==> src/rtl/irq_pkg.sv <==
// Shared definitions for the interrupt controller: register map and default sizing.
package irq_pkg;

    localparam int IRQ_WIDTH    = 18;
    localparam int IRQ_CHANNELS = 15;
    localparam int IRQ_VBITS    = 4;

    localparam logic [2:0] IRQ_PEND = 3'd0;
    localparam logic [2:0] IRQ_ENA  = 3'd1;
    localparam logic [2:0] IRQ_MODE = 3'd2;
    localparam logic [2:0] IRQ_POL  = 3'd3;
    localparam logic [2:0] IRQ_SET  = 3'd4;
    localparam logic [2:0] IRQ_CTRL = 3'd5;
    localparam logic [2:0] IRQ_VEC  = 3'd6;
    localparam logic [2:0] IRQ_RSVD = 3'd7;

endpackage

==> src/rtl/prio_enc.sv <==
// Priority encoder: index of the highest set request bit, 0 when none is set.
module prio_enc #(
    parameter int VBITS = 4
) (
    input  logic [2**VBITS-1:0] req,
    output logic [VBITS-1:0]    idx
);

    // Bit 0 is the "no request" vector, so it maps to index 0 like an empty input.
    always_comb begin
        idx = '0;
        for (int i = 0; i < 2**VBITS; i++) begin
            if (req[i]) begin
                idx = VBITS'(i);
            end
        end
    end

endmodule

==> src/rtl/irq_ctrl.sv <==
// Interrupt controller: per-channel edge/level conditioning, pending/enable registers,
// CPU register access and the irq/ivec/iack handshake.
module irq_ctrl
    import irq_pkg::*;
#(
    parameter int WIDTH    = IRQ_WIDTH,
    parameter int CHANNELS = IRQ_CHANNELS,
    parameter int VBITS    = IRQ_VBITS
) (
    input  logic                clk,
    input  logic                rst,
    input  logic [CHANNELS-1:0] src,
    input  logic                io_rd,
    input  logic                io_wr,
    input  logic [2:0]          io_addr,
    input  logic [WIDTH-1:0]    din,
    output logic [WIDTH-1:0]    io_dout,
    output logic                irq,
    output logic [VBITS-1:0]    ivec,
    input  logic                iack
);

    localparam int NVEC = 2 ** VBITS;

    logic [CHANNELS-1:0] pend_q;
    logic [CHANNELS-1:0] ena_q;
    logic [CHANNELS-1:0] mode_q;
    logic [CHANNELS-1:0] pol_q;
    logic [CHANNELS-1:0] prev_q;
    logic                ctrl_q;

    logic [CHANNELS-1:0] s;
    logic [CHANNELS-1:0] e;
    logic [CHANNELS-1:0] pend_nxt;
    logic [CHANNELS-1:0] req;
    logic [CHANNELS-1:0] iack_hit;
    logic [NVEC-1:0]     req_ext;

    logic wr_pend;
    logic wr_ena;
    logic wr_mode;
    logic wr_pol;
    logic wr_set;
    logic wr_ctrl;

    // Reads have no side effects, and din bits above the channel count are don't-care.
    logic unused_inputs;
    assign unused_inputs = ^{io_rd, din};

    assign s = src ^ pol_q;
    assign e = s & ~prev_q;

    assign wr_pend = io_wr && (io_addr == IRQ_PEND);
    assign wr_ena  = io_wr && (io_addr == IRQ_ENA);
    assign wr_mode = io_wr && (io_addr == IRQ_MODE);
    assign wr_pol  = io_wr && (io_addr == IRQ_POL);
    assign wr_set  = io_wr && (io_addr == IRQ_SET);
    assign wr_ctrl = io_wr && (io_addr == IRQ_CTRL);

    // Gating with rst keeps irq/ivec low for the whole reset window, not just after its first edge.
    assign req     = (rst || !ctrl_q) ? '0 : (pend_q & ena_q);
    assign req_ext = NVEC'({req, 1'b0});

    prio_enc #(
        .VBITS (VBITS)
    ) u_prio_enc (
        .req (req_ext),
        .idx (ivec)
    );

    assign irq = (ivec != '0);

    for (genvar c = 1; c <= CHANNELS; c++) begin : g_ch
        assign iack_hit[c-1] = iack && (ivec == VBITS'(c));

        // Edge channels: a new set beats any clear in the same cycle so no event is lost.
        assign pend_nxt[c-1] =
            !mode_q[c-1]                              ? s[c-1] :
            (e[c-1] || (wr_set && din[c-1]))          ? 1'b1   :
            ((wr_pend && din[c-1]) || iack_hit[c-1])  ? 1'b0   :
                                                        pend_q[c-1];
    end

    always_ff @(posedge clk) begin
        if (rst) begin
            pend_q <= '0;
            ena_q  <= '0;
            mode_q <= '1;
            pol_q  <= '0;
            ctrl_q <= 1'b0;
            prev_q <= src;
        end else begin
            pend_q <= pend_nxt;
            prev_q <= s;
            if (wr_ena) begin
                ena_q <= din[CHANNELS-1:0];
            end
            if (wr_mode) begin
                mode_q <= din[CHANNELS-1:0];
            end
            if (wr_pol) begin
                pol_q <= din[CHANNELS-1:0];
            end
            if (wr_ctrl) begin
                ctrl_q <= din[0];
            end
        end
    end

    always_comb begin
        io_dout = '0;
        case (io_addr)
            IRQ_PEND: io_dout = WIDTH'(pend_q);
            IRQ_ENA:  io_dout = WIDTH'(ena_q);
            IRQ_MODE: io_dout = WIDTH'(mode_q);
            IRQ_POL:  io_dout = WIDTH'(pol_q);
            IRQ_CTRL: io_dout = WIDTH'(ctrl_q);
            IRQ_VEC:  io_dout = WIDTH'(ivec);
            default:  io_dout = '0;
        endcase
    end

endmodule

==> config.mk <==
export PLATFORM = sky130hd
export DESIGN_NAME = irq_ctrl
export DESIGN_NICKNAME = d
export VERILOG_FILES = /design/src/rtl/irq_pkg.sv /design/src/rtl/prio_enc.sv /design/src/rtl/irq_ctrl.sv
export SDC_FILE = /design/constraint.sdc
export NUM_CORES = 1
export LEC_CHECK = 0
export BUFFER_PORTS_ARGS = -buffer_cell sky130_fd_sc_hd__buf_4
export CAP_MARGIN = 0
export CORE_MARGIN = 2
export CORE_UTILIZATION = 45
export CTS_CLUSTER_DIAMETER = 120
export DETAILED_ROUTE_END_ITERATION = 16
export HOLD_SLACK_MARGIN = 0.02
export PLACE_DENSITY = 0.71
export REMOVE_ABC_BUFFERS = 1
export SYNTH_ARGS = -nofsm -noshare
export SYNTH_HDL_FRONTEND = slang
export SYNTH_SLANG_ARGS = --single-unit
==> constraint.sdc <==
create_clock -name clk -period 1.93 [get_ports clk]
set_clock_uncertainty 0.1 [all_clocks]
set_input_delay 0.0965 -clock clk [delete_from_list [all_inputs] [get_ports clk]]
set_output_delay 0.0965 -clock clk [all_outputs]
set_load 0.03 [all_outputs]
==> impl.org <==
** Synthesis
- Synthesis inferred 76 register bits.
- Synthesis warning total :: 0
- Counting distinct cell types in the post-synthesis netlist gives 49.
- For this run, the leading register cell type out of synthesis is sky130_fd_sc_hd__dfxtp_1.
- Yosys mapped a number of flops with a built-in enable equal to 0.
- Most used standard cells in the synthesized netlist :: sky130_fd_sc_hd__nand2_1 (128), sky130_fd_sc_hd__dfxtp_1 (76), sky130_fd_sc_hd__a21oi_1 (57), sky130_fd_sc_hd__o21ai_0 (34), sky130_fd_sc_hd__xnor2_1 (30)
- Most common cell in the synthesized netlist :: sky130_fd_sc_hd__nand2_1
- Number of cells produced by synthesis :: 507
- Ranked by total cell area, the synthesized netlist is headed by sky130_fd_sc_hd__dfxtp_1 (37%), sky130_fd_sc_hd__nand2_1 (12%), sky130_fd_sc_hd__mux4_2 (7.7%), sky130_fd_sc_hd__a21oi_1 (7.0%), sky130_fd_sc_hd__xnor2_1 (6.4%).
- Top cell type's share of synthesized area :: ~37%
- Total standard cell area after synthesis :: 4100 um2
- Post-synthesis area per instance :: about 8.1 um2
- In the synthesized netlist the async set-or-reset flop fraction comes to 0%.
- Of all cell types, the one taking the most synthesized area is sky130_fd_sc_hd__dfxtp_1.
- For this run, the register share of the synthesized area comes to 37.1%.

** Clock network
- In this run, CTS created clock tree buffers numbering 9.
- Clock sink total :: 76
- Clock-pin slew was measured on the worst setup and hold paths at 0.08 ns.
- Clk root buf :: sky130_fd_sc_hd__clkbuf_8
- Clk_lat worst skew :: 0.35 ns
- CTS tree :: built
- CTS max path bufs :: 2
- Depth of the CTS H-tree :: 3

** Run status
- Run status :: finished, violations left
- The final reports fail on negative setup slack.

** Min path
- The worst hold path belongs to the class in -> reg.
- Counting instances, the worst hold path has a depth of 4.
- The worst hold path begins at io_wr.
- Hold path endpoint :: ctrl_q$_SDFFE_PP0P_

** Placed design
- Count of input and output buffers :: 56
- Placed standard-cell area :: 4730 um2
- Final weighted congestion of routability-driven global placement :: 0.953
- Post-DP HPWL :: 8230 um

** STA
- Setup violations remaining at the end of the flow were counted as 5.
- Maximum clock frequency :: 487 MHz
- Min Clock Period, post-route :: 2.05 ns
- Hold Fails Final Rpt :: 0
- Of the available clock period, the critical path in the final layout requires 106%.
- The number of pins exceeding their max-slew limit in the final report came to 0.
- The tightest hold path in the finished design has a slack of 0.0511 ns.
- In the post-route analysis, the smallest setup slack over all paths is -0.122 ns.
- Setup repair after global routing could not meet its margin everywhere.

** Drt
- First-pass DRT Iterations :: 4
- After detailed routing, the number of remaining DRC violations is 0.
- Routed WL :: 12300 um
- Detail-routed net length per standard cell :: 16.9 um
- After detailed routing, the number of vias per cell comes to 5.71.
- In this run the remaining antenna-violating nets after routing total 0.
- Across all layers, the routed design uses 4135 vias.
- For this block, the initial DRC count from the detailed router was 308.

** Global route
- Entering global routing, the biggest net connects 87 pins.
- Global routing finished with a remaining overflow of 0.
- Antenna violations before repair :: 0
- The via count of the first global-routing pass came to 3996.
- All-Layer GR Usage :: between 20% and 30%
- Global-route wire length before repair :: 20000 um

** Run
- Max-cap violation count :: 0

** Power
- Combinational logic burns 17.2% of the power.
- The analysis attributes to net switching a power of 0.994 mW.
- Of the total power, the clock network draws 36.1%.
- Of the total power, registers draw 46.7%.
- Post-route total power :: 3.69 mW
- Leak pwr :: about 2.2 nW
- Net switching is 27.0% of the power.
- Internal power comes to 2.69 mW.
- For this design the ratio of total power to cell area is 666 nW/um2.
- VDD IR-drop max :: roughly 0.46 mV

** Finish
- The number of antenna diodes in the final layout is 0.
- Finished layout cell area :: 5530 um2
- Nets@finish :: 652
- In the final layout, the share of cells above drive strength 1 is approximately 28%.
- Once layout is complete, the utilization of the core stands at 63.1%.
- Compared with the post-synthesis result, the final layout area differs by 34.8%.

** Critical path
- The worst register-to-register path begins at pend_q[6]$_SDFFE_PP0P_.
- The worst setup path is launched from a flop.
- Critical Path AT :: 1.86 ns
- End of the worst register-to-register path :: pend_q[0]$_SDFFE_PP0P_
- The worst setup path is of the reg -> out kind.
- Worst Path Max Fanout :: 4
- The worst setup path is captured at an output pin.
- For the worst setup path, the data required time is 1.73 ns.
- R2R depth :: 7
- Worst setup slack for register-to-register paths :: 0.05 ns

** Floorplanning
- The total area inside the core boundary comes to 8760 um2.
- Floorplan die height :: 99.5 um
- The initial utilization of the core area, before any placement, comes to around 47%.
- Die outline width :: 99.5 um
- Row count :: 34
- Die ar. :: 9900 um2
- Num ports :: 64
metrics by stage:
stage	setup slack, ns	cells	TNS (ns)
floorplan	-0.0366	478	-0.0366
global placement	0.105	668	0
detailed placement	0.0578	668	0
CTS	-0.120	722	-0.542
global route	-0.179	724	-1.01
finish	-0.122	724	-0.530
layout make-up:
class                      instances  area [um2]
timing repair buffer             121        1030
tap                              108         135
multi-input combinational        391        2560
clock buffer                       9         124
clock inverter                     7        91.3
sequential                        76        1550
fill                             759        3230
inverter                          12        47.5
cell usage in the layout (no fill, tap or decap), types with 15 or more instances in the layout:
cell type and n:
sky130_fd_sc_hd__dfxtp_1 56, sky130_fd_sc_hd__nand2b_1 15, sky130_fd_sc_hd__nand3b_1 15, sky130_fd_sc_hd__dfxtp_2 19, sky130_fd_sc_hd__xnor2_1 30, sky130_fd_sc_hd__a21oi_1 56
sky130_fd_sc_hd__buf_4 81, sky130_fd_sc_hd__o21ai_0 32, sky130_fd_sc_hd__nand2_1 123, sky130_fd_sc_hd__dlygate4sd3_1 31
power groups by stage:
stage / Sequential [mW] / Clock (mW) / Combinational, mW
3_5_place_dp: 1.74 / 0 / 0.549
3_3_place_gp: 1.74 / 0 / 0.535
5_1_grt: 1.73 / 1.40 / 0.691
4_1_cts: 1.71 / 1.35 / 0.622
2_1_floorplan: 1.73 / 0 / 0.297
6_report: 1.72 / 1.33 / 0.635
state kept, by name, summed over array words and instances (netlist names):
name	flops
ena_q	15
mode_q	15
pend_q	15
pol_q	15
prev_q	15
ctrl_q	1
worst max path at each step:
stage	from	end	slack, ns	cells after the start
after floorplan	pend_q[6]$_SDFFE_PP0P_	io_dout[0]	-0.04	5
after global placement	pend_q[1]$_SDFFE_PP0P_	pend_q[1]$_SDFFE_PP0P_	0.11	7
after detailed placement	ena_q[6]$_SDFFE_PP0P_	io_dout[0]	0.06	6
after CTS	pend_q[2]$_SDFFE_PP0P_	irq	-0.12	6
after global routing	pend_q[11]$_SDFFE_PP0P_	irq	-0.18	6
final	pend_q[1]$_SDFFE_PP0P_	io_dout[0]	-0.12	6
per-layer routing:
metal  track usage (%)  share of wire (%)
met2              40.1                 47
met1              35.0                 44
met5                 0                  0
met3              4.99                6.7
met4              10.0                2.5
repair_timing:
action | 4_1_cts | 5_1_grt
setup buffers | 7 | 1
hold buffers | 31 | 0
pin swaps | 8 | 7
gates cloned | 0 | 1
gates resized for setup | 34 | 25
endpoints found under the setup margin | 7 | 16
endpoints found under the hold margin | 75 | 0
cell families (layout without fill, tap and decap cells):
kind of cell,count (synthesis),count (layout),synth area share [%]
buf+inv,43,149,4.57
xor+xnor,30,30,6.40
compound gates,139,139,20.6
flops,76,76,37.1
other cells,1,3,0.0914
simple gates,202,203,23.0
mux,16,16,8.20
critical path, cell delays in order (launching register included):
cell	delay [ns]
sky130_fd_sc_hd__dfxtp_2	0.35
sky130_fd_sc_hd__nand2_1	0.06
sky130_fd_sc_hd__a32o_1	0.27
sky130_fd_sc_hd__a211oi_2	0.30
sky130_fd_sc_hd__o221a_4	0.31
sky130_fd_sc_hd__o21ai_4	0.08
sky130_fd_sc_hd__buf_6	0.14
Power figures use the tool's default switching activity.
